## src/rtl/pipe_hazard_ctrl_if.sv

```systemverilog
// Interface between the RV32 pipeline datapath and its hazard/stall controller.
// The pipeline side is the master; the controller is the slave.
interface pipe_hazard_ctrl_if #(
    parameter int CNT_W = 16
);
    logic [4:0]       id_raa;
    logic [4:0]       id_rba;
    logic             id_uses_ra;
    logic             id_uses_rb;
    logic [4:0]       ex_rd;
    logic             ex_memread;
    logic             ex_alumul;
    logic             ex_jump_taken;
    logic             pc_stall;
    logic             ifid_stall;
    logic             ifid_flush;
    logic             idie_stall;
    logic             idie_flush;
    logic             mul_busy;
    logic             mul_last;
    logic [CNT_W-1:0] stall_cnt;

    modport master (
        output id_raa, id_rba, id_uses_ra, id_uses_rb,
        output ex_rd, ex_memread, ex_alumul, ex_jump_taken,
        input  pc_stall, ifid_stall, ifid_flush, idie_stall, idie_flush,
        input  mul_busy, mul_last, stall_cnt
    );

    modport slave (
        input  id_raa, id_rba, id_uses_ra, id_uses_rb,
        input  ex_rd, ex_memread, ex_alumul, ex_jump_taken,
        output pc_stall, ifid_stall, ifid_flush, idie_stall, idie_flush,
        output mul_busy, mul_last, stall_cnt
    );
endinterface

```

## src/rtl/pipe_hazard_ctrl.sv

```systemverilog
// Hazard/stall controller for the 5-stage RV32 pipeline: taken-jump flush,
// load-use bubble, multi-cycle EX multiply hold, saturating stall-cycle counter.
module pipe_hazard_ctrl #(
    parameter int MUL_CYCLES = 4,
    parameter int CNT_W      = 16
) (
    input logic               clk,
    input logic               rst,
    pipe_hazard_ctrl_if.slave hz
);

    typedef enum logic [1:0] {
        RUN = 2'd0,
        MUL = 2'd1
    } state_t;

    localparam bit         MUL_HOLD   = (MUL_CYCLES > 1);
    localparam logic [3:0] MUL_RELOAD = (MUL_CYCLES > 1) ? 4'(MUL_CYCLES - 2) : 4'd0;

    state_t           state_q, state_d;
    logic [3:0]       cnt_q, cnt_d;
    logic [CNT_W-1:0] stall_cnt_q, stall_cnt_d;

    logic pc_stall, ifid_stall, ifid_flush, idie_stall, idie_flush;
    logic mul_busy, mul_last;

    // Per-source RAW match against the load in EX; x0 never creates a hazard.
    logic [1:0] src_uses;
    logic [4:0] src_addr [2];
    logic [1:0] src_hit;
    logic       load_use;

    assign src_uses    = {hz.id_uses_rb, hz.id_uses_ra};
    assign src_addr[0] = hz.id_raa;
    assign src_addr[1] = hz.id_rba;

    generate
        for (genvar gi = 0; gi < 2; gi++) begin : g_src
            assign src_hit[gi] = src_uses[gi] && (src_addr[gi] == hz.ex_rd);
        end
    endgenerate

    assign load_use = hz.ex_memread && (hz.ex_rd != 5'd0) && (|src_hit);

    always_comb begin
        pc_stall   = 1'b0;
        ifid_stall = 1'b0;
        ifid_flush = 1'b0;
        idie_stall = 1'b0;
        idie_flush = 1'b0;
        mul_busy   = 1'b0;
        mul_last   = 1'b0;
        state_d    = state_q;
        cnt_d      = cnt_q;

        case (state_q)
            RUN: begin
                if (hz.ex_jump_taken) begin
                    ifid_flush = 1'b1;
                    idie_flush = 1'b1;
                end else if (hz.ex_alumul) begin
                    if (MUL_HOLD) begin
                        pc_stall   = 1'b1;
                        ifid_stall = 1'b1;
                        idie_stall = 1'b1;
                        cnt_d      = MUL_RELOAD;
                        state_d    = MUL;
                    end else begin
                        mul_last = 1'b1;
                    end
                end else if (load_use) begin
                    pc_stall   = 1'b1;
                    ifid_stall = 1'b1;
                    idie_flush = 1'b1;
                end
            end
            MUL: begin
                // Jumps and load-use are masked: the multiply owns EX until done.
                mul_busy = 1'b1;
                if (cnt_q != 4'd0) begin
                    pc_stall   = 1'b1;
                    ifid_stall = 1'b1;
                    idie_stall = 1'b1;
                    cnt_d      = cnt_q - 4'd1;
                end else begin
                    mul_last = 1'b1;
                    state_d  = RUN;
                end
            end
            default: begin
                state_d = RUN;
                cnt_d   = 4'd0;
            end
        endcase

        stall_cnt_d = stall_cnt_q;
        if (pc_stall && (stall_cnt_q != {CNT_W{1'b1}})) begin
            stall_cnt_d = stall_cnt_q + CNT_W'(1);
        end
    end

    always_ff @(posedge clk or negedge rst) begin
        if (!rst) begin
            state_q     <= RUN;
            cnt_q       <= 4'd0;
            stall_cnt_q <= '0;
        end else begin
            state_q     <= state_d;
            cnt_q       <= cnt_d;
            stall_cnt_q <= stall_cnt_d;
        end
    end

    assign hz.pc_stall   = pc_stall;
    assign hz.ifid_stall = ifid_stall;
    assign hz.ifid_flush = ifid_flush;
    assign hz.idie_stall = idie_stall;
    assign hz.idie_flush = idie_flush;
    assign hz.mul_busy   = mul_busy;
    assign hz.mul_last   = mul_last;
    assign hz.stall_cnt  = stall_cnt_q;

endmodule

```

## src/flat_wrapper.sv

```systemverilog
// flat-port wrapper written by rule: the top's interface ports become plain ports
module pipe_hazard_ctrl_flat 
#(
    parameter int MUL_CYCLES = 4,
    parameter int CNT_W      = 16
)
  (clk, rst, hz_id_raa, hz_id_rba, hz_id_uses_ra, hz_id_uses_rb, hz_ex_rd, hz_ex_memread, hz_ex_alumul, hz_ex_jump_taken, hz_pc_stall, hz_ifid_stall, hz_ifid_flush, hz_idie_stall, hz_idie_flush, hz_mul_busy, hz_mul_last, hz_stall_cnt);
  pipe_hazard_ctrl_if #(.CNT_W(CNT_W)) hz_i ();
  input logic clk;
  input logic rst;
  input wire logic [$bits(hz_i.id_raa)-1:0] hz_id_raa;
  input wire logic [$bits(hz_i.id_rba)-1:0] hz_id_rba;
  input wire logic [$bits(hz_i.id_uses_ra)-1:0] hz_id_uses_ra;
  input wire logic [$bits(hz_i.id_uses_rb)-1:0] hz_id_uses_rb;
  input wire logic [$bits(hz_i.ex_rd)-1:0] hz_ex_rd;
  input wire logic [$bits(hz_i.ex_memread)-1:0] hz_ex_memread;
  input wire logic [$bits(hz_i.ex_alumul)-1:0] hz_ex_alumul;
  input wire logic [$bits(hz_i.ex_jump_taken)-1:0] hz_ex_jump_taken;
  output wire logic [$bits(hz_i.pc_stall)-1:0] hz_pc_stall;
  output wire logic [$bits(hz_i.ifid_stall)-1:0] hz_ifid_stall;
  output wire logic [$bits(hz_i.ifid_flush)-1:0] hz_ifid_flush;
  output wire logic [$bits(hz_i.idie_stall)-1:0] hz_idie_stall;
  output wire logic [$bits(hz_i.idie_flush)-1:0] hz_idie_flush;
  output wire logic [$bits(hz_i.mul_busy)-1:0] hz_mul_busy;
  output wire logic [$bits(hz_i.mul_last)-1:0] hz_mul_last;
  output wire logic [$bits(hz_i.stall_cnt)-1:0] hz_stall_cnt;
  assign hz_i.id_raa = hz_id_raa;
  assign hz_i.id_rba = hz_id_rba;
  assign hz_i.id_uses_ra = hz_id_uses_ra;
  assign hz_i.id_uses_rb = hz_id_uses_rb;
  assign hz_i.ex_rd = hz_ex_rd;
  assign hz_i.ex_memread = hz_ex_memread;
  assign hz_i.ex_alumul = hz_ex_alumul;
  assign hz_i.ex_jump_taken = hz_ex_jump_taken;
  assign hz_pc_stall = hz_i.pc_stall;
  assign hz_ifid_stall = hz_i.ifid_stall;
  assign hz_ifid_flush = hz_i.ifid_flush;
  assign hz_idie_stall = hz_i.idie_stall;
  assign hz_idie_flush = hz_i.idie_flush;
  assign hz_mul_busy = hz_i.mul_busy;
  assign hz_mul_last = hz_i.mul_last;
  assign hz_stall_cnt = hz_i.stall_cnt;
  pipe_hazard_ctrl #(.MUL_CYCLES(MUL_CYCLES), .CNT_W(CNT_W)) u_core (.clk(clk), .rst(rst), .hz(hz_i));
endmodule
```

## config.mk

```make
export PLATFORM = sky130hd
export DESIGN_NAME = pipe_hazard_ctrl_flat
export DESIGN_NICKNAME = d
export VERILOG_FILES = /design/src/rtl/pipe_hazard_ctrl_if.sv /design/src/rtl/pipe_hazard_ctrl.sv /design/src/flat_wrapper.sv
export SDC_FILE = /design/constraint.sdc
export NUM_CORES = 1
export LEC_CHECK = 0
export ABC_AREA = 1
export BUFFER_PORTS_ARGS = -buffer_cell sky130_fd_sc_hd__buf_2
export CAP_MARGIN = 20
export CORE_UTILIZATION = 31
export DETAILED_ROUTE_END_ITERATION = 7
export GPL_TIMING_DRIVEN = 0
export SYNTH_ARGS = -nofsm -noshare
export SYNTH_HDL_FRONTEND = slang
export SYNTH_SLANG_ARGS = --single-unit
```

## constraint.sdc

```tcl
create_clock -name clk -period 1.89 [get_ports clk]
set_clock_uncertainty 0.15 [all_clocks]
set_input_delay 0.378 -clock clk [delete_from_list [all_inputs] [get_ports clk]]
set_output_delay 0.378 -clock clk [all_outputs]
set_load 0.01 [all_outputs]
```

# Word-level counts from Yosys, hierarchy flattened
# Cells that the tools add are included.
[word_totals] word_cells=48 regBits=22
[classes] n_reduce_logical=11 add_sub_neg=2 muxes=24 n_eq_ne=8
[ops] cell="adder 16 x 1 -> 16 bit (second input constant)" count=1
[ops] cell="inequality test 16 bit (second input constant)" count=1
[ops] cell="2-to-1 mux 1 bit" count=14
[ops] cell="2-to-1 mux 4 bit" count=3
[ops] cell="equality test 5 bit" count=2
[ops] cell="one-hot mux 4 bit (2 select lines)" count=1
[ops] cell="2-to-1 mux 2 bit" count=3
[ops] cell="inequality test 2 bit (second input constant)" count=3
[ops] cell="AND reduction 3 bit" count=2
[ops] cell="logical AND 1 bit" count=5
[ops] cell="nonzero test 5 bit" count=1
[ops] cell="one-hot mux 1 bit (2 select lines)" count=2
[ops] cell="one-hot mux 2 bit (2 select lines)" count=1
[ops] cell="nonzero test 4 bit" count=1
[ops] cell="subtractor 4 x 1 -> 4 bit (second input constant)" count=1
[ops] cell="equality test 2 x 1 -> 1 bit (second input constant)" count=1
[ops] cell="logical NOT 2 bit" count=1
[ops] cell="inequality test 2 x 1 -> 1 bit (second input constant)" count=1
[ops] cell="OR reduction 2 bit" count=1

# Logic depth before layout (Yosys ltp)
# Gate-level depths: netlist of the first run.
[depth] word_depth=9 depth_mapped=12

# Worst setup path after synthesis of the first run
# No wires, ideal clock.
[synth_timing] path_kind="register to output" start="register u_core.cnt_q[0]" end="output hz_pc_stall" path_buffers=2 required_time_ps=1362 stages_incl_launch_ff=8 t_arrival_ps=1438 slack_ps=-76 path_cell_list="dfrtp_1 -> inv_1 -> ha_1 -> nand4_1 -> o21ai_1 -> nand2_2 -> buf_2 -> buf_4"
[synth_between] elab_chain_len=3
[synth_rtl] item="start, declared" line_no="pipe_hazard_ctrl.sv:21" rtl="logic [3:0] cnt_q, cnt_d;"
[synth_rtl] item="start signal, assigned" line_no="pipe_hazard_ctrl.sv:109" rtl="cnt_q <= cnt_d;"
[synth_rtl] item="nonzero test 4 bit" line_no="pipe_hazard_ctrl.sv:80" rtl="if (cnt_q != 4'd0) begin"
[synth_rtl] item="2-to-1 mux 1 bit"
[synth_rtl] item="one-hot mux 1 bit (2 select lines)"
[synth_rtl] item="end, declared" line_no="flat_wrapper.sv:19" rtl="output wire logic [$bits(hz_i.pc_stall)-1:0] hz_pc_stall;"
# Every way passes these cells.

# Final worst setup path of the first run
[layout_timing] start="register u_core.cnt_q[0]" end="output hz_pc_stall"
[layout_between] elab_chain_len=3
[layout_rtl] item="nonzero test 4 bit" line_no="pipe_hazard_ctrl.sv:80"
[layout_rtl] item="2-to-1 mux 1 bit" line_no="pipe_hazard_ctrl.sv:80"
[layout_rtl] item="one-hot mux 1 bit (2 select lines)" line_no="pipe_hazard_ctrl.sv:56" rtl="case (state_q)"
# Every way passes these cells.

==> results of run 1 <==
## cell type report
type / count / area [um^2]
Buffer: 4 / 45.0
Timing Repair Buffer: 72 / 474
Clock buffer: 3 / 41.3
Inverter: 31 / 121
Sequential cell: 21 / 527
Tap cell: 52 / 65.1
Multi-Input combinational cell: 158 / 920
Fill cell: 470 / 2310
Clock inverter: 1 / 5.00
## worst min-delay path, delay by kind of cell
family | cells | cell delay (ns)
compound gates | 2 | 0.21
buf+inv | 1 | 0.12
## cell usage in the layout (no fill, tap or decap), drive strengths merged
| cell type | Yosys | layout |
|---|---|---|
| xnor2 | 6 | 6 |
| ha | 3 | 3 |
| nand4 | 6 | 6 |
| inv | 31 | 31 |
| a21oi | 2 | 2 |
| a31oi | 1 | 1 |
| dfrtp | 21 | 21 |
| o32ai | 1 | 1 |
| nand3 | 28 | 28 |
| clkbuf | 0 | 3 |
| dlygate4sd3 | 0 | 1 |
| o31ai | 1 | 1 |
| clkinv | 0 | 1 |
| nand2 | 75 | 75 |
| xor2 | 8 | 8 |
| buf | 5 | 75 |
| nor2 | 22 | 22 |
| o21ai | 4 | 4 |
| nor3 | 1 | 1 |
## kinds of logic (layout without fill, tap and decap cells)
family	Yosys count	count (layout)	synth area share
simple gates	132	132	0.405
xor+xnor	14	14	0.0821
fa+ha+maj	3	3	0.0251
flops	21	21	0.352
buf+inv	36	111	0.101
compound gates	9	9	0.0352
## routing by layer
metal  vias to the layer above  track usage
met3                         4       0.0267
li1                        821            -
met5                         -            0
met2                        27        0.280
met1                       703        0.200
met4                         0       0.0378
## power by group through the flow
stage | combinational, uW | clock, uW | sequential (uW)
floorplan | 558 | 0 | 712
CTS | 1230 | 318 | 682
finish | 1400 | 303 | 707
detailed placement | 862 | 0 | 703
global route | 1550 | 331 | 724
global placement | 833 | 0 | 697
## registers in the layout, indices dropped and copies added (netlist names)
| name | cells |
|---|---|
| u_core.hz.stall_cnt | 16 |
| u_core.cnt_q | 4 |
| u_core.state_q | 1 |
## final timing paths
kind / from / endpoint / slack, ns / depth (start not counted)
min: hz_ex_jump_taken / u_core.cnt_q[2]$_DFFE_PN0P_ / 0.33 / 3
min in group asynchronous: rst / u_core.hz.stall_cnt[1]$_DFFE_PN0P_ / 0.44 / 2
max: u_core.cnt_q[0]$_DFFE_PN0P_ / hz_pc_stall / -0.07 / 7
max in group asynchronous: rst / u_core.hz.stall_cnt[0]$_DFFE_PN0P_ / 0.79 / 2
min reg2reg: u_core.hz.stall_cnt[14]$_DFFE_PN0P_ / u_core.hz.stall_cnt[14]$_DFFE_PN0P_ / 0.39 / 2
max reg2reg: u_core.cnt_q[0]$_DFFE_PN0P_ / u_core.hz.stall_cnt[4]$_DFFE_PN0P_ / -0.03 / 12
## stage by stage
step	instance area, um^2	util	TNS (ns)	power [uW]	hold slack [ns]
after floorplan	1500	-	0	1270	-0.0676
after global placement	1780	0.396	-2.11	1530	0.213
after detailed placement	1780	0.396	-2.63	1560	0.214
after CTS	2040	0.452	-0.120	2230	0.312
after global routing	2200	0.488	-1.89	2600	0.362
final	2200	0.488	-0.272	2410	0.328
## repair_timing
item,CTS,global route
hold buffers,1,0
pin swaps,3,13
endpoints found under the hold margin,21,0
resized for setup,16,30
cloned,1,1
setup buffers,19,7
setup endpoints to repair,19,21
==> impl_metrics.ini, run 1 <==
[critical_path]
critPathMaxFanout = 3
crit_chain = inv_2 > ha_4 > nand4_1 > o21ai_2 > nand2_4 > buf_6 > buf_6
worstSetupEndpointType = primary output
cp_common_cell = buf_6
startpoint_type = register
arrival_ns = 1.43
cp_top_family = flip-flops
cp_num_buf_inv = 3
crit_required_ns = 1.36
max_stage_delay_ns = 0.40
slowest_stage = dfrtp_1
crit_type = reg2out

[final_layout]
diodes = 0
drive_above_1_share = 0.400
num-nets-final = 316
synthToLayoutAreaGrowth_pct = 47.3
finalNonFillerCells = 342

[placement]
place_ws_ns = -0.284
dpl.hpwl_mm = 2.67
place_inst = 311
gp_routability_congestion = 0.759
portBuffers = 44

[worst_hold_path]
hold_path_class = in2reg

[synth]
synth_top_area_frac = 0.352
yosysWarnings = 0
synth_top_cell_by_area = dfrtp_1
synth-main-ff-cell = dfrtp_1
synth_top_cells_by_area = dfrtp_1 35%, nand2_1 18%, nand3_1 8.7%
synthDistinctLibCells = 26
synth-seq-cells = 21
synth_fp_nets = 240
synth_edf_count = 0
yosys.cell_count.top_type = nand2_1
synth_common_cells = 73 x nand2_1, 26 x nand3_1, 24 x inv_1
syn_inst = 215
ys_async_sr_fraction = 1.00
ys_seq_area_frac = 0.352
synth_area_um2 = 1490
syn_avg_cell_area_um2 = 6.94

[routing]
vias_per_cell = 4.55
wl_met2_mm = 1.96
vias = 1555
drt_iter0_markers = 75
met1_length_mm = 1.80
wl_mm = 3.95
route.detailed.drc = 3
wl_met3_um = 150
detail-route-antenna-nets = 0
firstDrtPassIters = 6
dr.max_layer_used = met4
wl_per_cell_um = 11.5

[sta]
setup_viol = 11
fin_crit_ns = 1.96
worst_pin_slew_ns = 0.471
max_freq_ghz = 0.510
maxSlewViolCount = 0
min_period_over_period = 1.04
rsz0062_at_grt = true
setup_slack_ns = -0.0726
hold_viol = 0
relSlewSlack = 0.686

[die]
die_x_um = 71.4
start_util = 0.331
fp-row-count = 24
die-area_um2 = 5100
io_pins = 45
die_h_um = 71.4
coreArea_um2 = 4500

[grt]
grt_overflow_total = 0
antenna_found_initial = 0
grt_pass1_vias = 1473
grt_pass1_wl_mm = 6.35
grt_max_degree = 22
grt_usage = 0.158

[run]
max_cap_viol_count = 0

[power_and_ir_drop]
p_seq_frac = 0.293
p_int_uw = 1430
switching_share = 0.407
powerDensity_nw_per_um2 = 1100
p_sw_uw = 981
pwr-share-clk = 0.126
combPwrFrac = 0.581
ir_worst_vdd_uv = 445
leakage_uw = 0.00122

[outcome]
status = finished, violations left
violations = design-rule violations, negative setup slack

[cts]
cts_tree = built
cts.clk_slew.worst_paths_ns = 0.08
clock-sinks = 21
clk_latency_ns = 0.27
numCtsBuffers = 3
ctsLongestPathBuffers = 2
htree_levels = 1
root_buffer = clkbuf_8
Power figures use the tool's default switching activity.
==> run 2, diff against run 1 <==
BUFFER_PORTS_ARGS = -buffer_cell sky130_fd_sc_hd__buf_4   (was -buffer_cell sky130_fd_sc_hd__buf_2)
CORE_UTILIZATION = 46   (was 31)
PLACE_DENSITY = 0.75   (was not set)
==> run 2 against run 1 <==
Net effect:
- the flow finishes with violations (negative setup slack)
- worst setup slack worse by 0.11 ns
- via count is 3.7% higher
- highest routed layer unchanged
- critical path type unchanged
- largest cell class unchanged
- utilization is 25 points higher
- maximum frequency is 5.4% lower
- hold slack worse by 0.098 ns
- total power is 1.9% higher
- count of clock-buffer cells in the layout is 1 higher
==> impl_metrics.ini, run 2 (synthesis results as in run 1) <==
[outcome]
status = finished, violations left
violations = negative setup slack

[routing]
detail-route-antenna-nets = 0
vias_per_cell = 4.87
wl_mm = 3.98
vias = 1613
wl_per_cell_um = 12.0
drt_iter0_markers = 66
firstDrtPassIters = 4
route.detailed.drc = 0

[final_layout]
utilization = 0.736
diodes = 0
final_cell_mix = 60 x buf_4, 59 x nand2_1, 24 x nand3_1, 21 x inv_1, 20 x nor2_1
num-nets-final = 313
synthToLayoutAreaGrowth_pct = 51.8
largest_reg_flops = 16
final_area_um2 = 2270
layout_commonest_cell = buf_4
drive_above_1_share = 0.397

[cts]
clk_latency_ns = 0.31
numCtsBuffers = 3
ctsLongestPathBuffers = 2
htree_levels = 1
root_buffer = clkbuf_4
cts.clk_slew.worst_paths_ns = 0.12
clock-sinks = 21
cts_tree = built

[critical_path]
worstSetupEndpointType = primary output
startpoint = u_core.cnt_q[1]$_DFFE_PN0P_
arrival_ns = 1.55
critPathMaxFanout = 5
crit_required_ns = 1.36
startpoint_type = register
crit-reg2reg-launch = u_core.hz.stall_cnt[1]$_DFFE_PN0P_
crit_type = reg2out

[sta]
setup_viol = 18
maxSlewViolCount = 0
whs_ns = 0.230
setup_slack_ns = -0.184
max_freq_ghz = 0.482
hold_viol = 0
min_period_over_period = 1.10
worst_pin_slew_ns = 0.298
fin_setup_tns_ns = -1.33
rsz0062_at_grt = true
relSlewSlack = 0.801
fin_crit_ns = 2.07

[power_and_ir_drop]
ir_worst_vdd_uv = 702
leakage_uw = 0.00125
powerDensity_nw_per_um2 = 1090

[die]
io_pins = 45
die_x_um = 59.0
die_h_um = 59.0
coreArea_um2 = 3080
fp-row-count = 20
die-area_um2 = 3480
start_util = 0.485

[grt]
grt_max_degree = 22
grt_pass1_wl_mm = 5.71
antenna_found_initial = 0
grt_overflow_total = 0
grt_usage = 0.215
grt_pass1_vias = 1337

[worst_hold_path]
min_from = hz_ex_jump_taken
hold_path_class = in2reg

[placement]
dpl.hpwl_mm = 2.37
postPlaceCellArea_um2 = 1880
portBuffers = 44
gp_routability_congestion = 0.788

[run]
max_cap_viol_count = 0
[run 2: changes by cell type in the layout (fill, tap and decap cells not counted), moves of 2 or more]
cell | before | now
clkbuf_4 | 0 | 3
dfrtp_1 | 20 | 18
buf_4 | 22 | 60
nand2_1 | 61 | 59
buf_2 | 41 | 0
clkbuf_8 | 3 | 0
nand2_4 | 2 | 6
dfrtp_2 | 1 | 3
[run 2: final cells by class]
cell class              count  area, um^2
plain buffers               3        37.5
clock buffers               4        26.3
fillers                   254         812
inverters                  31         119
multi-input cells         158         923
flip-flops and latches     21         529
well taps                  44        55.1
repair buffers             70         576
[run 2: timing repair]
| action | 4_1_cts | 5_1_grt |
|---|---|---|
| gates resized for setup | 12 | 34 |
| gates cloned | 0 | 2 |
| pin swaps | 4 | 13 |
| endpoints found under the setup margin | 17 | 21 |
| buffers inserted | 20 | 5 |
| hold endpoints to repair | 21 | 0 |
| hold buffers | 1 | 0 |
[run 2: worst paths after layout]
path                       slack, ns  cells after the start                                  to
hold reg to reg                 0.41                      2  u_core.hz.stall_cnt[9]$_DFFE_PN0P_
setup / recovery               -0.18                      7                         hz_pc_stall
setup reg to reg               -0.09                     10  u_core.hz.stall_cnt[3]$_DFFE_PN0P_
max in group asynchronous       1.02                      2  u_core.hz.stall_cnt[0]$_DFFE_PN0P_
hold / removal                  0.23                      3         u_core.cnt_q[2]$_DFFE_PN0P_
min in group asynchronous       0.33                      2  u_core.hz.stall_cnt[3]$_DFFE_PN0P_
[run 2: critical path: stages (launching register included)]
cell     delay (ns)
dfrtp_1        0.40
inv_2          0.08
ha_4           0.13
nand4_1        0.14
o21ai_2        0.15
nand2_4        0.11
buf_6          0.12
buf_6          0.11
[run 2: power by group]
| part | internal, uW | switching, uW | total (uW) | leakage, uW |
|---|---|---|---|---|
| clock network | 82.4 | 139 | 222 | 0.0000150 |
| logic | 777 | 721 | 1500 | 0.000963 |
| registers | 571 | 169 | 740 | 0.000269 |
| total | 1430 | 1030 | 2460 | 0.00125 |
[run 2: per-layer routing]
layer / global-route usage / vias up / wire (um)
met5: 0 / - / 0
met4: 0.0612 / 0 / 91
met3: 0.0484 / 10 / 163
met2: 0.349 / 49 / 1860
met1: 0.287 / 737 / 1860
li1: - / 817 / -
[run 2: per-stage QoR]
stage / cells / setup WS (ns) / power [uW]
floorplan: 215 / 0.00675 / 1270
global placement: 303 / -0.269 / 1600
detailed placement: 303 / -0.263 / 1610
CTS: 325 / -0.135 / 2090
global route: 331 / -0.256 / 2610
finish: 331 / -0.184 / 2460
